<file path="src/rtl/pipeline_hazard_controller.sv">
// ---------------------------------------------------------------------------
// pipeline_hazard_controller
//
// Purpose:
//   Central sequencer for the 5-stage pipeline. It replaces the hard-wired
//   enable_pc / enable_ifid / S (control NOP mux select) signals. It does four
//   things:
//   - holds the pipeline idle for INIT_CYCLES after reset so memory preload can
//     finish
//   - inserts one bubble on a load-use hazard
//   - flushes IF/ID on a taken branch
//   - freezes the pipeline while data memory is busy, and raises a sticky error
//     if the wait runs longer than MEM_TIMEOUT cycles
//
// Handshake with data memory:
//   - mem_req is held high by the MEM stage for as long as it owns an access.
//   - The access completes in the cycle where mem_ready=1.
//   - A cycle with mem_req=1 and mem_ready=0 is a wait cycle.
//   - If mem_req drops while waiting, the access counts as done.
//
// Ports:
//   clk               in   system clock, rising edge
//   reset             in   asynchronous, active-high reset
//   id_rn, id_rm      in   ID-stage source registers
//   id_uses_rn/rm     in   ID instruction actually reads Rn / Rm
//   ex_load           in   EX-stage instruction is a load
//   ex_rf_e           in   EX-stage instruction writes the register file
//   ex_rd             in   EX-stage destination register
//   id_branch_taken   in   branch/BL resolved taken in ID this cycle
//   mem_req           in   MEM stage is accessing data memory
//   mem_ready         in   data memory completes the access this cycle
//   enable_pc         out  PC load enable
//   enable_ifid       out  IF/ID register load enable
//   flush_ifid        out  clear IF/ID to an all-zero NOP on the next edge
//   nop_sel           out  1 = feed all-zero control signals into ID/EX
//   freeze_late       out  hold ID/EX, EX/MEM and MEM/WB
//   mem_err           out  sticky memory-timeout flag
//   stall_count       out  saturating count of stalled cycles (RUN/MEM_WAIT)
//   state             out  current FSM state: 0 INIT, 1 RUN, 2 MEM_WAIT, 3 ERROR
// ---------------------------------------------------------------------------
module pipeline_hazard_controller #(
  parameter int INIT_CYCLES = 4,   // 1..255
  parameter int MEM_TIMEOUT = 15,  // 1..255
  parameter int CNT_W       = 16
) (
  input  logic             clk,
  input  logic             reset,
  input  logic [3:0]       id_rn,
  input  logic [3:0]       id_rm,
  input  logic             id_uses_rn,
  input  logic             id_uses_rm,
  input  logic             ex_load,
  input  logic             ex_rf_e,
  input  logic [3:0]       ex_rd,
  input  logic             id_branch_taken,
  input  logic             mem_req,
  input  logic             mem_ready,
  output logic             enable_pc,
  output logic             enable_ifid,
  output logic             flush_ifid,
  output logic             nop_sel,
  output logic             freeze_late,
  output logic             mem_err,
  output logic [CNT_W-1:0] stall_count,
  output logic [1:0]       state
);

  typedef enum logic [1:0] {
    ST_INIT     = 2'd0,
    ST_RUN      = 2'd1,
    ST_MEM_WAIT = 2'd2,
    ST_ERROR    = 2'd3
  } state_t;

  localparam logic [7:0]       INIT_LAST = 8'(INIT_CYCLES - 1);
  localparam logic [7:0]       TIMEOUT   = 8'(MEM_TIMEOUT);
  localparam logic [CNT_W-1:0] STALL_MAX = {CNT_W{1'b1}};
  localparam logic [CNT_W-1:0] STALL_ONE = CNT_W'(1);

  // -------------------------------------------------------------------------
  // Registered state
  // -------------------------------------------------------------------------
  state_t           state_q, state_d;
  logic [7:0]       init_cnt_q, init_cnt_d;
  logic [7:0]       wait_cnt_q, wait_cnt_d;
  logic             mem_err_q, mem_err_d;
  logic [CNT_W-1:0] stall_cnt_q, stall_cnt_d;

  // -------------------------------------------------------------------------
  // Hazard / memory condition decode
  // -------------------------------------------------------------------------
  logic rn_hit;
  logic rm_hit;
  logic load_use;
  logic mem_stall;
  logic mem_done;

  assign rn_hit    = id_uses_rn & (id_rn == ex_rd);
  assign rm_hit    = id_uses_rm & (id_rm == ex_rd);
  // The loaded value is not available until after MEM. Only a load that
  // actually writes the register file can create the dependency.
  assign load_use  = ex_load & ex_rf_e & (rn_hit | rm_hit);
  assign mem_stall = mem_req & ~mem_ready;
  // A dropped request ends the wait just like a ready does.
  assign mem_done  = mem_ready | ~mem_req;

  // -------------------------------------------------------------------------
  // Mealy outputs and next-state logic
  // -------------------------------------------------------------------------
  logic pc_en;
  logic ifid_en;
  logic flush;
  logic nop;
  logic freeze;

  always_comb begin
    pc_en      = 1'b0;
    ifid_en    = 1'b0;
    flush      = 1'b0;
    nop        = 1'b0;
    freeze     = 1'b0;
    state_d    = state_q;
    init_cnt_d = init_cnt_q;
    wait_cnt_d = wait_cnt_q;
    mem_err_d  = mem_err_q;

    case (state_q)
      ST_INIT: begin
        // Pipeline idle: no fetch, only bubbles reach ID/EX.
        nop        = 1'b1;
        init_cnt_d = init_cnt_q + 8'd1;
        if (init_cnt_q == INIT_LAST) begin
          state_d = ST_RUN;
        end
      end

      ST_RUN: begin
        if (mem_stall) begin
          // The memory wait wins over everything else. The instructions in the
          // front of the pipeline simply hold. No bubble is needed, because
          // ID/EX is frozen as well.
          freeze     = 1'b1;
          state_d    = ST_MEM_WAIT;
          wait_cnt_d = 8'd1;
        end else if (load_use) begin
          // One bubble. Next cycle the load is in MEM, so the hazard is gone.
          // A coincident taken branch is dropped here; it resolves again next
          // cycle from the held IF/ID contents.
          nop = 1'b1;
        end else if (id_branch_taken) begin
          pc_en   = 1'b1;
          ifid_en = 1'b1;
          flush   = 1'b1;
        end else begin
          pc_en   = 1'b1;
          ifid_en = 1'b1;
        end
      end

      ST_MEM_WAIT: begin
        // Everything is held. Hazard and branch inputs reflect frozen stages
        // and are ignored until the access completes.
        freeze = 1'b1;
        if (mem_done) begin
          state_d = ST_RUN;
        end else if (wait_cnt_q == TIMEOUT) begin
          state_d   = ST_ERROR;
          mem_err_d = 1'b1;
        end else begin
          wait_cnt_d = wait_cnt_q + 8'd1;
        end
      end

      ST_ERROR: begin
        // Dead end until reset.
        nop    = 1'b1;
        freeze = 1'b1;
      end

      default: begin
        state_d = ST_INIT;
        nop     = 1'b1;
      end
    endcase
  end

  // -------------------------------------------------------------------------
  // Stall performance counter
  // -------------------------------------------------------------------------
  logic stall_event;

  // INIT and ERROR also hold the PC, but those are not pipeline stalls.
  assign stall_event = ((state_q == ST_RUN) || (state_q == ST_MEM_WAIT)) & ~pc_en;

  always_comb begin
    stall_cnt_d = stall_cnt_q;
    if (stall_event && (stall_cnt_q != STALL_MAX)) begin
      stall_cnt_d = stall_cnt_q + STALL_ONE;
    end
  end

  // -------------------------------------------------------------------------
  // State registers
  // -------------------------------------------------------------------------
  always_ff @(posedge clk or posedge reset) begin
    if (reset) begin
      state_q     <= ST_INIT;
      init_cnt_q  <= 8'd0;
      wait_cnt_q  <= 8'd0;
      mem_err_q   <= 1'b0;
      stall_cnt_q <= '0;
    end else begin
      state_q     <= state_d;
      init_cnt_q  <= init_cnt_d;
      wait_cnt_q  <= wait_cnt_d;
      mem_err_q   <= mem_err_d;
      stall_cnt_q <= stall_cnt_d;
    end
  end

  // -------------------------------------------------------------------------
  // Output drive
  // -------------------------------------------------------------------------
  assign enable_pc   = pc_en;
  assign enable_ifid = ifid_en;
  assign flush_ifid  = flush;
  assign nop_sel     = nop;
  assign freeze_late = freeze;
  assign mem_err     = mem_err_q;
  assign stall_count = stall_cnt_q;
  assign state       = state_q;

endmodule

</file>
<file path="config.mk">
export PLATFORM = sky130hd
export DESIGN_NAME = pipeline_hazard_controller
export DESIGN_NICKNAME = d
export VERILOG_FILES = /design/src/rtl/pipeline_hazard_controller.sv
export SDC_FILE = /design/constraint.sdc
export NUM_CORES = 1
export LEC_CHECK = 0
export CAP_MARGIN = 20
export CORE_MARGIN = 10
export CORE_UTILIZATION = 54
export CTS_CLUSTER_DIAMETER = 150
export DETAILED_ROUTE_END_ITERATION = 7
export PLACE_DENSITY_LB_ADDON = 0.05
export SLEW_MARGIN = 5
export SYNTH_ARGS = -nofsm -noshare
export SYNTH_HDL_FRONTEND = slang
export SYNTH_SLANG_ARGS = --single-unit
export TNS_END_PERCENT = 100
</file>
<file path="constraint.sdc">
create_clock -name clk -period 3.6 [get_ports clk]
set_clock_uncertainty 0.1 [all_clocks]
set_input_delay 0.72 -clock clk [delete_from_list [all_inputs] [get_ports clk]]
set_output_delay 0.72 -clock clk [all_outputs]
set_load 0.02 [all_outputs]
</file>
Word level (Yosys, flattened, before mapping) --
Index checks and enable logic that the tools add are counted.
Word-level totals: input port bits 21, logic and storage cells 64, output and inout bits 24, bits in registers 35
Operators by class: reduce and logical (&&, ||, !) cells 10, equality and inequality tests 13, bitwise operators 12, mux-type cells 21, $add $sub $neg 3
Operators with widths (number):
- 8-bit two-way mux | 3
- 16-bit by 1-bit adder with 16-bit output (second input constant) | 1
- 8-bit by 1-bit adder with 8-bit output (second input constant) | 2
- 16-bit != test (second input constant) | 1
- 8-bit case mux with 2 select lines | 1
- 1-bit two-way mux | 10
- 4-bit == test | 2
- 8-bit by 2-bit == test with 1-bit output (second input constant) | 1
- 8-bit by 4-bit == test with 1-bit output (second input constant) | 1
- 2-bit two-way mux | 4
- 2-bit != test (second input constant) | 4
- 4-bit AND reduction | 2
- 1-bit AND | 6
- 2-bit case mux with 3 select lines | 1
- 2-bit == test (second input constant) | 2
- 1-bit NOT | 4
- 1-bit case mux with 2 select lines | 2
- 2-bit OR reduction | 2
- 3-bit != test (second input constant) | 1
- 3-bit AND reduction | 1
- 3-bit nonzero test | 1
- 2-bit by 1-bit == test with 1-bit output (second input constant) | 1
- 2-bit logical NOT | 1
- 1-bit OR | 2
- 3 further kinds | 3

Depth between registers and ports, before layout --
Gate-level depths: netlist (run 1).
word-level depth 10, mapped depth 8

Worst setup path after synthesis (run 1) --
Ideal clock, no wire load.
kind input to output, start point in id_rn[1], end point out nop_sel, stages 6, path slack 0.847 ns, buffers on the path 1, arrival time 1.933 ns, path through xnor2_1 nand3_1 o22ai_2 buf_2 nand3_1 a21oi_1
Between the ends: cells in the longest elaborated chain, start to end 7
RTL lines:
- from (decl) | line 48 | input logic [3:0] id_rn,
- 4-bit == test | line 98 | assign rn_hit = id_uses_rn & (id_rn == ex_rd);
- 1-bit AND | line 98
- 1-bit OR | line 102 | assign load_use = ex_load & ex_rf_e & (rn_hit | rm_hit);
- 1-bit AND | line 102
- 1-bit two-way mux | line 145 | end else if (load_use) begin
- 1-bit two-way mux | line 138 | if (mem_stall) begin
- 1-bit case mux with 2 select lines | line 127 | case (state_q)
- to (decl) | line 61 | output logic nop_sel,
No other way between the ends.

Worst setup path in the final report (run 1) --
start point in ex_rd[3], end point out flush_ifid
Between the ends: cells in the longest elaborated chain, start to end 7, elaborated cells between the ends (all ways) 9, those cells by class 2 x eq/ne; 3 x mux; 4 x bitwise
RTL lines:
- from (decl) | line 54 | input logic [3:0] ex_rd,
- 4-bit == test (on tied branches) | line 98, 99
- 1-bit AND (on tied branches) | line 98, 99
- 1-bit OR * | line 102
- 1-bit AND * | line 102
- 1-bit two-way mux * | line 145
- 1-bit two-way mux * | line 138
- 1-bit two-way mux * | line 127
- to (decl) | line 60 | output logic flush_ifid,
Every way passes the cells marked *; elsewhere a longest branch is shown, timed or not.

==> impl_metrics.py, run 1 <==
metrics = {
    "critical_path": {
        "required_ns": 2.78,
        "path_cells": "clkdlybuf4s50_1 > xnor2_1 > nand3_1 > o22ai_2 > nor2_1 > and2_1 > clkdlybuf4s50_1",
        "slowest_stage": "clkdlybuf4s50_1",
        "worstSetupStartpointType": "primary input",
        "critPathKind": "primary input to output pin",
        "rrSetupSlack_ns": 1.30,
        "end_kind": "output pin",
        "critPathMaxStageDelay_ns": 0.54,
        "cp.arrival_ns": 2.64,
        "r2r_cells": 6,
        "r2r-start": "stall_count[0]",
        "rr_endpoint": "stall_count[1]",
        "crit_top_cell": "clkdlybuf4s50_1",
        "cp_max_fo": 4,
    },
    "clock_network": {
        "cts_root_buffer": "clkbuf_8",
        "clock_latency_ns": 0.28,
        "clockBufferDepth": 2,
        "clk_pin_slew_ns": 0.07,
        "holdBufCountCts": 0,
        "cts_buffers": 5,
        "cts_tree": "built",
        "cts_sinks": 35,
        "htree_levels": 2,
        "postCtsSetupBuffers": 0,
    },
    "synth": {
        "avgSynthCellArea_um2": 10.44,
        "ys_warn_count": 0,
        "synthCells": 190,
        "netlist_area_mm2": 0.001984,
        "synth-edff-count": 0,
        "synth_cell_types": 39,
        "yosysSeqAreaShare": 0.4414,
        "synth_seq_cells": 35,
        "syn-num-nets": 220,
        "synthFlopType": "dfrtp_1",
        "postSynth.asyncResetShare": 1.000,
    },
    "finish": {
        "finalNetCount": 269,
        "drive_gt1_frac": 0.08333,
        "areaGrowthSynthToFinish_pct": 31.15,
        "layout_common_cells": "clkdlybuf4s50_1 (43), dfrtp_1 (35), xnor2_1 (30)",
        "fillers": 234,
        "n_antenna_cell": 0,
        "layout_commonest_cell": "clkdlybuf4s50_1",
    },
    "pwr": {
        "power.leakage_nw": 1.130,
        "intPower_uw": 649.0,
        "cellPowerDensity_mw_per_mm2": 311.2,
        "power.switching_uw": 160.9,
        "pwr-share-clk": 0.446,
        "combPwrFrac": 0.063,
        "vdd_drop_max_v": 0.0002606,
        "swShare": 0.1987,
        "power_uw": 809.9,
        "p_seq_frac": 0.491,
    },
    "routing": {
        "wl_per_cell_um": 15.85,
        "drc": 0,
        "finalWirelength_um": 4532,
        "via_per_inst": 5.640,
        "drtIter0Drc": 99,
        "drtAntennaViolNets": 0,
        "dr.pass1.iters": 4,
        "num_vias": 1613,
    },
    "floorplanning": {
        "die_w_um": 80.62,
        "die_h_um": 80.62,
        "rows": 21,
        "ios": 45,
        "initial_core_util": 0.5765,
        "die_area_mm2": 0.006500,
        "core_area_mm2": 0.003442,
    },
    "global_routing": {
        "grt_pass1_wl_um": 7707,
        "grt_pass1_vias": 1663,
        "grt_max_degree": 36,
        "antenna_found_initial": 0,
        "grt_overflow": 0,
        "grtUsageTotal": 0.1467,
    },
    "sta": {
        "tightest_slew_ns": 0.6346,
        "setup_tns_ns": 0,
        "worst_slack_ns": 0.1390,
        "rsz0062_at_grt": "false",
        "slew_violations": 0,
        "clock.fmax_mhz": 288.9,
        "period_share": 0.9614,
        "hold_viol": 0,
        "maxSlewHeadroom": 0.5730,
        "period_minus_slack_ns": 3.461,
        "setup_viol": 0,
    },
    "place": {
        "place.detailed.hpwl_um": 3486,
        "routabilityCongestion": 0.8280,
        "port_buffers": 44,
        "pre_cts_ws_ns": 0.08979,
    },
    "worst_hold_path": {
        "hp-class": "flip-flop to flip-flop",
        "worstHoldStart": "init_cnt_q[7]",
        "min_to": "init_cnt_q[7]",
        "min_path_cells": 1,
    },
    "job": {
        "cap_violations": 0,
    },
    "status": {
        "status": "finished clean",
    },
}
-- area by class of cell --
type	count	area, µm²	area share
repair buffers	48	473.0	0.1817
inverters	3	11.26	0.004327
clock inverters	2	35.03	0.01346
clock buffers	6	82.58	0.03173
well taps	46	57.56	0.02212
multi-input cells	146	1067	0.4101
flip-flops and latches	35	875.8	0.3365
-- sequential cells by signal (all words and copies together), names as in the netlist --
name / flops
stall_count: 16
state: 2
mem_err: 1
wait_cnt_q: 8
init_cnt_q: 8
-- repair_timing --
item | CTS | global route
resized for setup | 0 | 1
endpoints found under the hold margin | 0 | 0
endpoints found under the setup margin | 0 | 1
-- through the flow --
| stage | area, µm² | utilization | std cells | hold WS (ns) |
|---|---|---|---|---|
| floorplan | 1984 | - | 190 | 0.3347 |
| global placement | 2482 | 0.7212 | 278 | 0.3491 |
| detailed placement | 2482 | 0.7212 | 278 | 0.3574 |
| CTS | 2600 | 0.7554 | 286 | 0.3693 |
| global route | 2603 | 0.7561 | 286 | 0.3805 |
| finish | 2603 | 0.7561 | 286 | 0.3695 |
-- cells by family (layout without fill, tap and decap cells) --
family,Yosys count,after routing,synth area share
AOI/OAI and AO/OA,31,31,0.1179
xor gates and xnor gates,35,35,0.1545
adders and majority gates,9,9,0.05675
buffers and inverters,9,59,0.02081
DFF,35,35,0.4414
muxes,4,4,0.02144
and+or+nand+nor,67,67,0.1873
-- how the worst max path moves through the flow --
stage	start	cells after the start	to
floorplan	id_rn[1]	6	nop_sel
global route	ex_rd[2]	7	flush_ifid
finish	ex_rd[3]	7	flush_ifid
CTS	ex_rd[3]	7	nop_sel
detailed placement	ex_rd[3]	7	nop_sel
global placement	ex_rd[2]	7	nop_sel
-- cells in the mapped netlist, drive strengths merged, types with 4 or more instances --
cell	number	share of area
dfrtp	35	0.44
xnor2	30	0.13
and3	12	0.040
nor2	12	0.023
nand2	11	0.021
o211ai	10	0.038
ha	9	0.057
nand3	9	0.023
a21oi	7	0.020
nand4	6	0.019
xor2	5	0.022
and4	4	0.018
buf	4	0.011
o21ai	4	0.010
-- power groups by stage --
stage	Clock [mW]	Combinational (mW)	Sequential, mW
after global placement	0	0.0498	0.405
after floorplan	0	0.0215	0.405
after global routing	0.382	0.0573	0.398
after CTS	0.368	0.0519	0.398
final	0.361	0.0510	0.398
after detailed placement	0	0.0518	0.405
-- critical path, delay by kind of cell --
family / cells / cell delay [ns]
AND/OR/NAND/NOR: 3 / 0.42
buffers and inverters: 2 / 1.07
XOR/XNOR: 1 / 0.14
AO/OA/AOI/OAI: 1 / 0.29
-- layer usage --
metal	routed length, µm	up-vias	global-route usage
met5	0	-	0
met4	38	0	0.04401
met3	367	6	0.07016
met2	2161	53	0.2301
met1	1965	774	0.1730
li1	-	780	-
(Power assumes the default switching activity.)
==> run 2, diff against run 1 <==
Settings changed: HOLD_SLACK_MARGIN set to 0.05.
==> results of run 2 <==
Same layout as run 1: the final DEF is identical, and so are final timing and power.
